File: config.mk
export PLATFORM = sky130hd
export DESIGN_NAME = seg_scan_capture_flat
export DESIGN_NICKNAME = d
export VERILOG_FILES = /design/src/rtl/seg_scan_capture_pkg.sv /design/src/rtl/seg_scan_capture_if.sv /design/src/rtl/seg_scan_capture_stable_filter.sv /design/src/rtl/seg_scan_capture.sv /design/src/flat_wrapper.sv
export SDC_FILE = /design/constraint.sdc
export NUM_CORES = 1
export LEC_CHECK = 0
export ABC_AREA = 1
export CAP_MARGIN = 15
export CORE_UTILIZATION = 60
export DETAILED_ROUTE_END_ITERATION = 6
export DONT_BUFFER_PORTS = 1
export PLACE_DENSITY = 0.76
export SETUP_SLACK_MARGIN = 0.05
export SLEW_MARGIN = 20
export SYNTH_ARGS = -nofsm -noshare
export SYNTH_HDL_FRONTEND = slang
export SYNTH_HIERARCHICAL = 1
export SYNTH_SLANG_ARGS = --single-unit
File: constraint.sdc
create_clock -name clk -period 4.96 [get_ports clk]
set_clock_uncertainty 0.1 [all_clocks]
set_input_delay 0.744 -clock clk [delete_from_list [all_inputs] [get_ports clk]]
set_output_delay 0.744 -clock clk [all_outputs]
set_load 0.02 [all_outputs]
File: src/rtl/seg_scan_capture_pkg.sv
// Shared definitions for the 7-segment scan capture path: segment patterns,
// the pattern-to-BCD decoder, and the frame FSM state type.
package seg_scan_pkg;

  // Segment patterns g..a, active-high, same set the display encoders drive
  localparam logic [6:0] SEG_0 = 7'h3F;
  localparam logic [6:0] SEG_1 = 7'h06;
  localparam logic [6:0] SEG_2 = 7'h5B;
  localparam logic [6:0] SEG_3 = 7'h4F;
  localparam logic [6:0] SEG_4 = 7'h66;
  localparam logic [6:0] SEG_5 = 7'h6D;
  localparam logic [6:0] SEG_6 = 7'h7D;
  localparam logic [6:0] SEG_7 = 7'h07;
  localparam logic [6:0] SEG_8 = 7'h7F;
  localparam logic [6:0] SEG_9 = 7'h6F;

  // Code reported for any pattern that is not one of the ten digits
  localparam logic [3:0] ERR_CODE = 4'hF;

  typedef enum logic [1:0] {
    S_TENS = 2'd0,
    S_ONES = 2'd1,
    S_PUB  = 2'd2
  } state_e;

  // One sampled scan pair (dp dropped)
  typedef struct packed {
    logic [2:0] sel;
    logic [6:0] seg;
  } scan_t;

  typedef struct packed {
    logic       err;
    logic [3:0] code;
  } dec_t;

  function automatic dec_t seg_decode(input logic [6:0] pat);
    dec_t d;
    d.err = 1'b0;
    case (pat)
      SEG_0:   d.code = 4'd0;
      SEG_1:   d.code = 4'd1;
      SEG_2:   d.code = 4'd2;
      SEG_3:   d.code = 4'd3;
      SEG_4:   d.code = 4'd4;
      SEG_5:   d.code = 4'd5;
      SEG_6:   d.code = 4'd6;
      SEG_7:   d.code = 4'd7;
      SEG_8:   d.code = 4'd8;
      SEG_9:   d.code = 4'd9;
      default: begin
        d.code = ERR_CODE;
        d.err  = 1'b1;
      end
    endcase
    return d;
  endfunction

endpackage

File: src/rtl/seg_scan_capture_if.sv
// Multiplexed scan bus: the display driver is the master, the capture block
// listens as the slave.
interface seg_scan_capture_if;
  logic [2:0] sel;
  logic [7:0] seg;

  modport master (output sel, output seg);
  modport slave  (input sel, input seg);
endinterface

File: src/rtl/seg_scan_capture_stable_filter.sv
// Samples the scan bus once and strobes "accept" exactly once per run of
// STABLE_CYCLES consecutive identical samples.
module seg_stable_filter
  import seg_scan_pkg::*;
#(
  parameter int unsigned STABLE_CYCLES = 4
) (
  input  logic       clk,
  input  logic       rst,
  input  logic [2:0] sel,
  input  logic [6:0] seg,
  output logic       accept,
  output scan_t      pair
);

  localparam logic [7:0] STABLE = 8'(STABLE_CYCLES);

  logic [2:0] s_sel;
  logic [6:0] s_seg;
  scan_t      prev;
  logic [7:0] cnt;
  logic       same;

  assign pair   = '{sel: s_sel, seg: s_seg};
  assign same   = (pair == prev);
  // Fires only on the step to STABLE, so a long run is accepted once
  assign accept = same && (cnt == STABLE - 8'd1);

  // Input sample register plus a one-cycle history for the stability compare
  always_ff @(posedge clk or negedge rst) begin
    if (!rst) begin
      s_sel <= '0;
      s_seg <= '0;
      prev  <= '0;
    end else begin
      s_sel <= sel;
      s_seg <= seg;
      prev  <= pair;
    end
  end

  // Saturating run-length counter; any change restarts it
  always_ff @(posedge clk or negedge rst) begin
    if (!rst)
      cnt <= '0;
    else if (!same)
      cnt <= '0;
    else if (cnt != STABLE)
      cnt <= cnt + 8'd1;
  end

endmodule

File: src/rtl/seg_scan_capture.sv
// Display monitor: rebuilds the tens/ones value from the scan bus, publishes
// it when it changes, and flags bad patterns, out-of-range digits and stale
// displays.
module seg_scan_capture
  import seg_scan_pkg::*;
#(
  parameter int unsigned STABLE_CYCLES = 4,
  parameter int unsigned TIMEOUT       = 1024,
  parameter logic [2:0]  SEL_TENS      = 3'b110,
  parameter logic [2:0]  SEL_ONES      = 3'b111
) (
  input  logic                 clk,
  input  logic                 rst,
  seg_scan_capture_if.slave    scan,
  output logic [3:0]           digit_tens,
  output logic [3:0]           digit_ones,
  output logic [5:0]           value,
  output logic                 update,
  output logic                 pattern_err,
  output logic                 range_err,
  output logic                 stale
);

  localparam logic [15:0] TO_LIM = 16'(TIMEOUT);

  logic       accept;
  scan_t      pair;
  dec_t       dec;
  logic       is_tens, is_ones;
  state_e     state;
  logic [3:0] tens_hold, ones_hold;
  logic [5:0] frame_value;
  logic       frame_bad, frame_range, frame_new;
  logic [15:0] to_cnt;
  logic       unused_dp;

  // The decimal point carries no digit information
  assign unused_dp = scan.seg[7];

  seg_stable_filter #(.STABLE_CYCLES(STABLE_CYCLES)) u_filt (
    .clk    (clk),
    .rst    (rst),
    .sel    (scan.sel),
    .seg    (scan.seg[6:0]),
    .accept (accept),
    .pair   (pair)
  );

  assign dec     = seg_decode(pair.seg);
  assign is_tens = accept && (pair.sel == SEL_TENS);
  assign is_ones = accept && (pair.sel == SEL_ONES);

  // 6-bit arithmetic wraps naturally for error codes and oversized tens
  assign frame_value = 6'(tens_hold) * 6'd10 + 6'(ones_hold);
  assign frame_bad   = (tens_hold == ERR_CODE) || (ones_hold == ERR_CODE);
  assign frame_range = (tens_hold > 4'd5) || (ones_hold > 4'd9);
  assign frame_new   = {tens_hold, ones_hold} != {digit_tens, digit_ones};

  // Frame assembly: tens first, ones completes the frame, one publish cycle
  always_ff @(posedge clk or negedge rst) begin
    if (!rst) begin
      state     <= S_TENS;
      tens_hold <= '0;
      ones_hold <= '0;
    end else begin
      case (state)
        S_TENS: if (is_tens) begin
          tens_hold <= dec.code;
          state     <= S_ONES;
        end
        S_ONES: if (is_tens) begin
          tens_hold <= dec.code;
        end else if (is_ones) begin
          ones_hold <= dec.code;
          state     <= S_PUB;
        end
        default: state <= S_TENS;
      endcase
    end
  end

  // Publish on change only; pattern_err accumulates across every frame
  always_ff @(posedge clk or negedge rst) begin
    if (!rst) begin
      digit_tens  <= '0;
      digit_ones  <= '0;
      value       <= '0;
      update      <= 1'b0;
      pattern_err <= 1'b0;
      range_err   <= 1'b0;
    end else begin
      update <= 1'b0;
      if (state == S_PUB) begin
        pattern_err <= pattern_err | frame_bad;
        if (frame_new) begin
          digit_tens <= tens_hold;
          digit_ones <= ones_hold;
          value      <= frame_value;
          range_err  <= frame_range;
          update     <= 1'b1;
        end
      end
    end
  end

  // Cycles since the last completed frame, saturating
  always_ff @(posedge clk or negedge rst) begin
    if (!rst)
      to_cnt <= '0;
    else if (state == S_PUB)
      to_cnt <= '0;
    else if (to_cnt != 16'hFFFF)
      to_cnt <= to_cnt + 16'd1;
  end

  assign stale = (to_cnt >= TO_LIM);

endmodule

File: src/flat_wrapper.sv
// flat-port wrapper written by rule: the top's interface ports become plain ports
module seg_scan_capture_flat import seg_scan_pkg::*;
#(
  parameter int unsigned STABLE_CYCLES = 4,
  parameter int unsigned TIMEOUT       = 1024,
  parameter logic [2:0]  SEL_TENS      = 3'b110,
  parameter logic [2:0]  SEL_ONES      = 3'b111
)
  (clk, rst, digit_tens, digit_ones, value, update, pattern_err, range_err, stale, scan_sel, scan_seg);
  seg_scan_capture_if scan_i ();
  input  logic clk;
  input  logic rst;
  output logic [3:0] digit_tens;
  output logic [3:0] digit_ones;
  output logic [5:0] value;
  output logic update;
  output logic pattern_err;
  output logic range_err;
  output logic stale;
  input wire logic [$bits(scan_i.sel)-1:0] scan_sel;
  input wire logic [$bits(scan_i.seg)-1:0] scan_seg;
  assign scan_i.sel = scan_sel;
  assign scan_i.seg = scan_seg;
  seg_scan_capture #(.STABLE_CYCLES(STABLE_CYCLES), .TIMEOUT(TIMEOUT), .SEL_TENS(SEL_TENS), .SEL_ONES(SEL_ONES)) u_core (.clk(clk), .rst(rst), .scan(scan_i), .digit_tens(digit_tens), .digit_ones(digit_ones), .value(value), .update(update), .pattern_err(pattern_err), .range_err(range_err), .stale(stale));
endmodule
==> impl_metrics.csv <==
group,metric,value,unit
clocking,clock-sinks,70,
global_route,grt_util_all_layers,0.2487,
setup_path,reg2reg_depth,11,
power_and_ir_drop,power,1.235,mW
setup_path,critPathArrivalTime,1.31,ns
setup_path,worstSetupPathType,"reg -> out",
floorplan,fp.dieW,80.51,um
sta,fin_crit_sh,0.4343,
drt,vias_per_cell,5.303,
setup_path,cp-end-kind,"output port",
power_and_ir_drop,leakage,2.077,nW
synth,synth-edff-count,0,
drt,wl_per_cell,12.85,um
synth,synth-warning-count,6,
finish,nets,485,
global_route,overflow,0,
drt,ant_nets,0,
floorplan,dieArea,0.006482,mm2
sta,rsz0062_at_grt,"false",
global_route,grt_pass1_wl,12220,um
clocking,clock_latency,0.35,ns
synth,synth_top_area_cell,"dfrtp_1",
flow_run,cap_violations,0,
global_route,antenna_found_initial,0,
clocking,cts_tree,"done",
sta,tightest_slew,0.5354,ns
finish,syn_to_final_growth,9.337,%
setup_path,crit_fanout,5,
drt,drt_first_iter_violations,117,
drt,drcViolationCount,0,
power_and_ir_drop,ir_worst_vdd,296.3,uV
finish,finalInstanceArea,0.004044,mm2
clocking,postCtsSetupBuffers,0,
floorplan,core,0.005921,mm2
sta,hold_violations,0,
synth,async_reset_ff_frac,1.000,
placed_design,post_dp_cell_area,0.003746,mm2
sta,relSlewSlack,0.6408,
clocking,cts_resized,0,
clocking,clock_path_buffers,2,
drt,wirelength,6954,um
placed_design,hpwl,4813,um
sta,finalSetupViolCount,0,
power_and_ir_drop,powerDensity,305.3,mW/mm2
clocking,ctsHoldBuffers,1,
clocking,clock-root-buffer,"clkbuf_8",
placed_design,gp_congestion,0.8320,
sta,period_needed,2.154,ns
synth,netlist_instances,455,
sta,tns,0,ns
synth,syn_avg_cell_area,8.129,um2
synth,netlist.area_leader.share,0.4736,
floorplan,row_count,28,
finish,postLayoutCoreUtil,0.6830,
drt,first_pass_iters,4,
min_path,min-delay-path-class,"in -> async",
floorplan,start_util,0.6247,
clocking,clk_pin_slew,0.08,ns
global_route,grt_pass1_vias,2874,
synth,seq_area_frac_synth,0.4736,
synth,synth.most_common_cell,"nand2_1",
placed_design,port_buffers,0,
synth,yosys_most_used_dff,"dfrtp_1",
synth,synthTopCellsByArea,"dfrtp_1 47%, nand2_1 13%, nand3_1 5.1%",
drt,dr_total_vias,2869,
setup_path,start_kind,"register",
synth,synth_commonest_cells,"133 x nand2_1, 70 x dfrtp_1, 50 x inv_1, 50 x nor2_1, 38 x nand3_1",
status,status,"completed",
clocking,htree_levels,3,
setup_path,cp.required,4.12,ns
sta,final-max-slew-violation-count,0,
finish,drive_gt1_frac,0.1052,
synth,ys_ff_latch,70,
sta,fmax,0.4642,GHz
clocking,cts_buffers,9,
global_route,grt_start_max_net_pins,71,
synth,synth_cell_type_count,38,
synth,syn-cell-area,0.003699,mm2
synth,syn_nets,479,
floorplan,pin_count,31,
finish,diodes,0,
floorplan,die_h,80.51,um
==> final cells by class <==
cell class | count | area, um2
Clock buffer | 10 | 137.6
Clock inverter | 6 | 132.6
Fill cell | 453 | 1877
Inverter | 54 | 202.7
Multi-Input combinational cell | 325 | 1698
Sequential cell | 70 | 1752
Tap cell | 75 | 93.84
Timing Repair Buffer | 1 | 27.53
==> per-layer routing <==
layer | up-vias | wire, um | share of wire | global-route usage
li1 | 1452 | - | - | -
met3 | 9 | 236 | 0.034 | 0.06023
met4 | 0 | 91 | 0.013 | 0.1125
met2 | 51 | 3504 | 0.50 | 0.4356
met1 | 1357 | 3121 | 0.45 | 0.2847
met5 | - | 0 | 0 | 0
==> through the flow <==
stage | setup slack [ns] | cells | hold WS, ns
detailed placement | 2.905 | 524 | 0.3078
global route | 2.606 | 541 | 0.1919
CTS | 2.784 | 541 | 0.1787
finish | 2.806 | 541 | 0.1764
floorplan | 3.182 | 455 | 0.2932
global placement | 2.983 | 524 | 0.3149
==> placed cells by master, fill, tap and decap left out, drive strengths merged, types with 2 or more instances in the layout <==
master,netlist,layout
nand2,143,143
dfrtp,70,70
nor2,58,58
inv,53,53
nand3,41,41
o21ai,17,17
xnor2,11,11
clkbuf,1,10
ha,10,10
nand4,9,9
a21oi,5,5
nor3,5,5
or2,5,5
bufinv,0,4
a31oi,4,4
xor2,4,4
o21bai,2,2
nand3b,2,2
mux2,2,2
o21a,2,2
clkinv,1,2
==> worst max-delay path, stage by stage, from the launching register on <==
cell     delay [ns]
dfrtp_1        0.45
nor4_1         0.27
nand3_1        0.24
==> registers in the layout, summed over array words and instances, names as in the netlist, 2 cells and up <==
name                 flops
u_core/to_cnt           16
u_core/u_filt/prev      10
u_core/u_filt/cnt        8
u_core/u_filt/s_seg      7
u_core/value             5
u_core/digit_ones        4
u_core/digit_tens        4
u_core/ones_hold         4
u_core/tens_hold         4
u_core/u_filt/s_sel      3
u_core/state             2
==> worst paths after layout <==
kind	slack, ns	start	end
worst min-delay path	0.18	rst	u_core/u_filt/cnt[0]$_DFFE_PN0P_
worst max register to register	2.90	u_core/u_filt/s_seg[5]$_DFF_PN0_	u_core/tens_hold[2]$_DFFE_PN0P_
min in group clk	0.32	u_core/u_filt/s_sel[2]$_DFF_PN0_	u_core/u_filt/prev[9]$_DFF_PN0_
worst max-delay path	2.81	u_core/to_cnt[11]$_DFFE_PN0P_	stale
max in group asynchronous	4.31	rst	u_core/value[3]$_DFFE_PN0P_
worst min register to register	0.32	u_core/u_filt/s_sel[2]$_DFF_PN0_	u_core/u_filt/prev[9]$_DFF_PN0_
==> cells by family (layout without fill, tap and decap cells) <==
kind of cell / Yosys count / count (layout) / share of synthesized area
muxes: 2 / 2 / 0.006089
adders and majority gates: 11 / 11 / 0.03924
and+or+nand+nor: 264 / 264 / 0.3271
DFF: 70 / 70 / 0.4736
xor gates and xnor gates: 15 / 15 / 0.03552
buffers and inverters: 60 / 71 / 0.06732
AOI/OAI and AO/OA: 33 / 33 / 0.05108
==> power breakdown <==
group / switching (mW) / internal [mW] / leakage [nW]
Combinational: 0.0234 / 0.0110 / 1.03
Sequential: 0.00761 / 0.579 / 0.917
Clock: 0.216 / 0.398 / 0.132
Total: 0.247 / 0.987 / 2.08
Power figures use the tool's default switching activity.
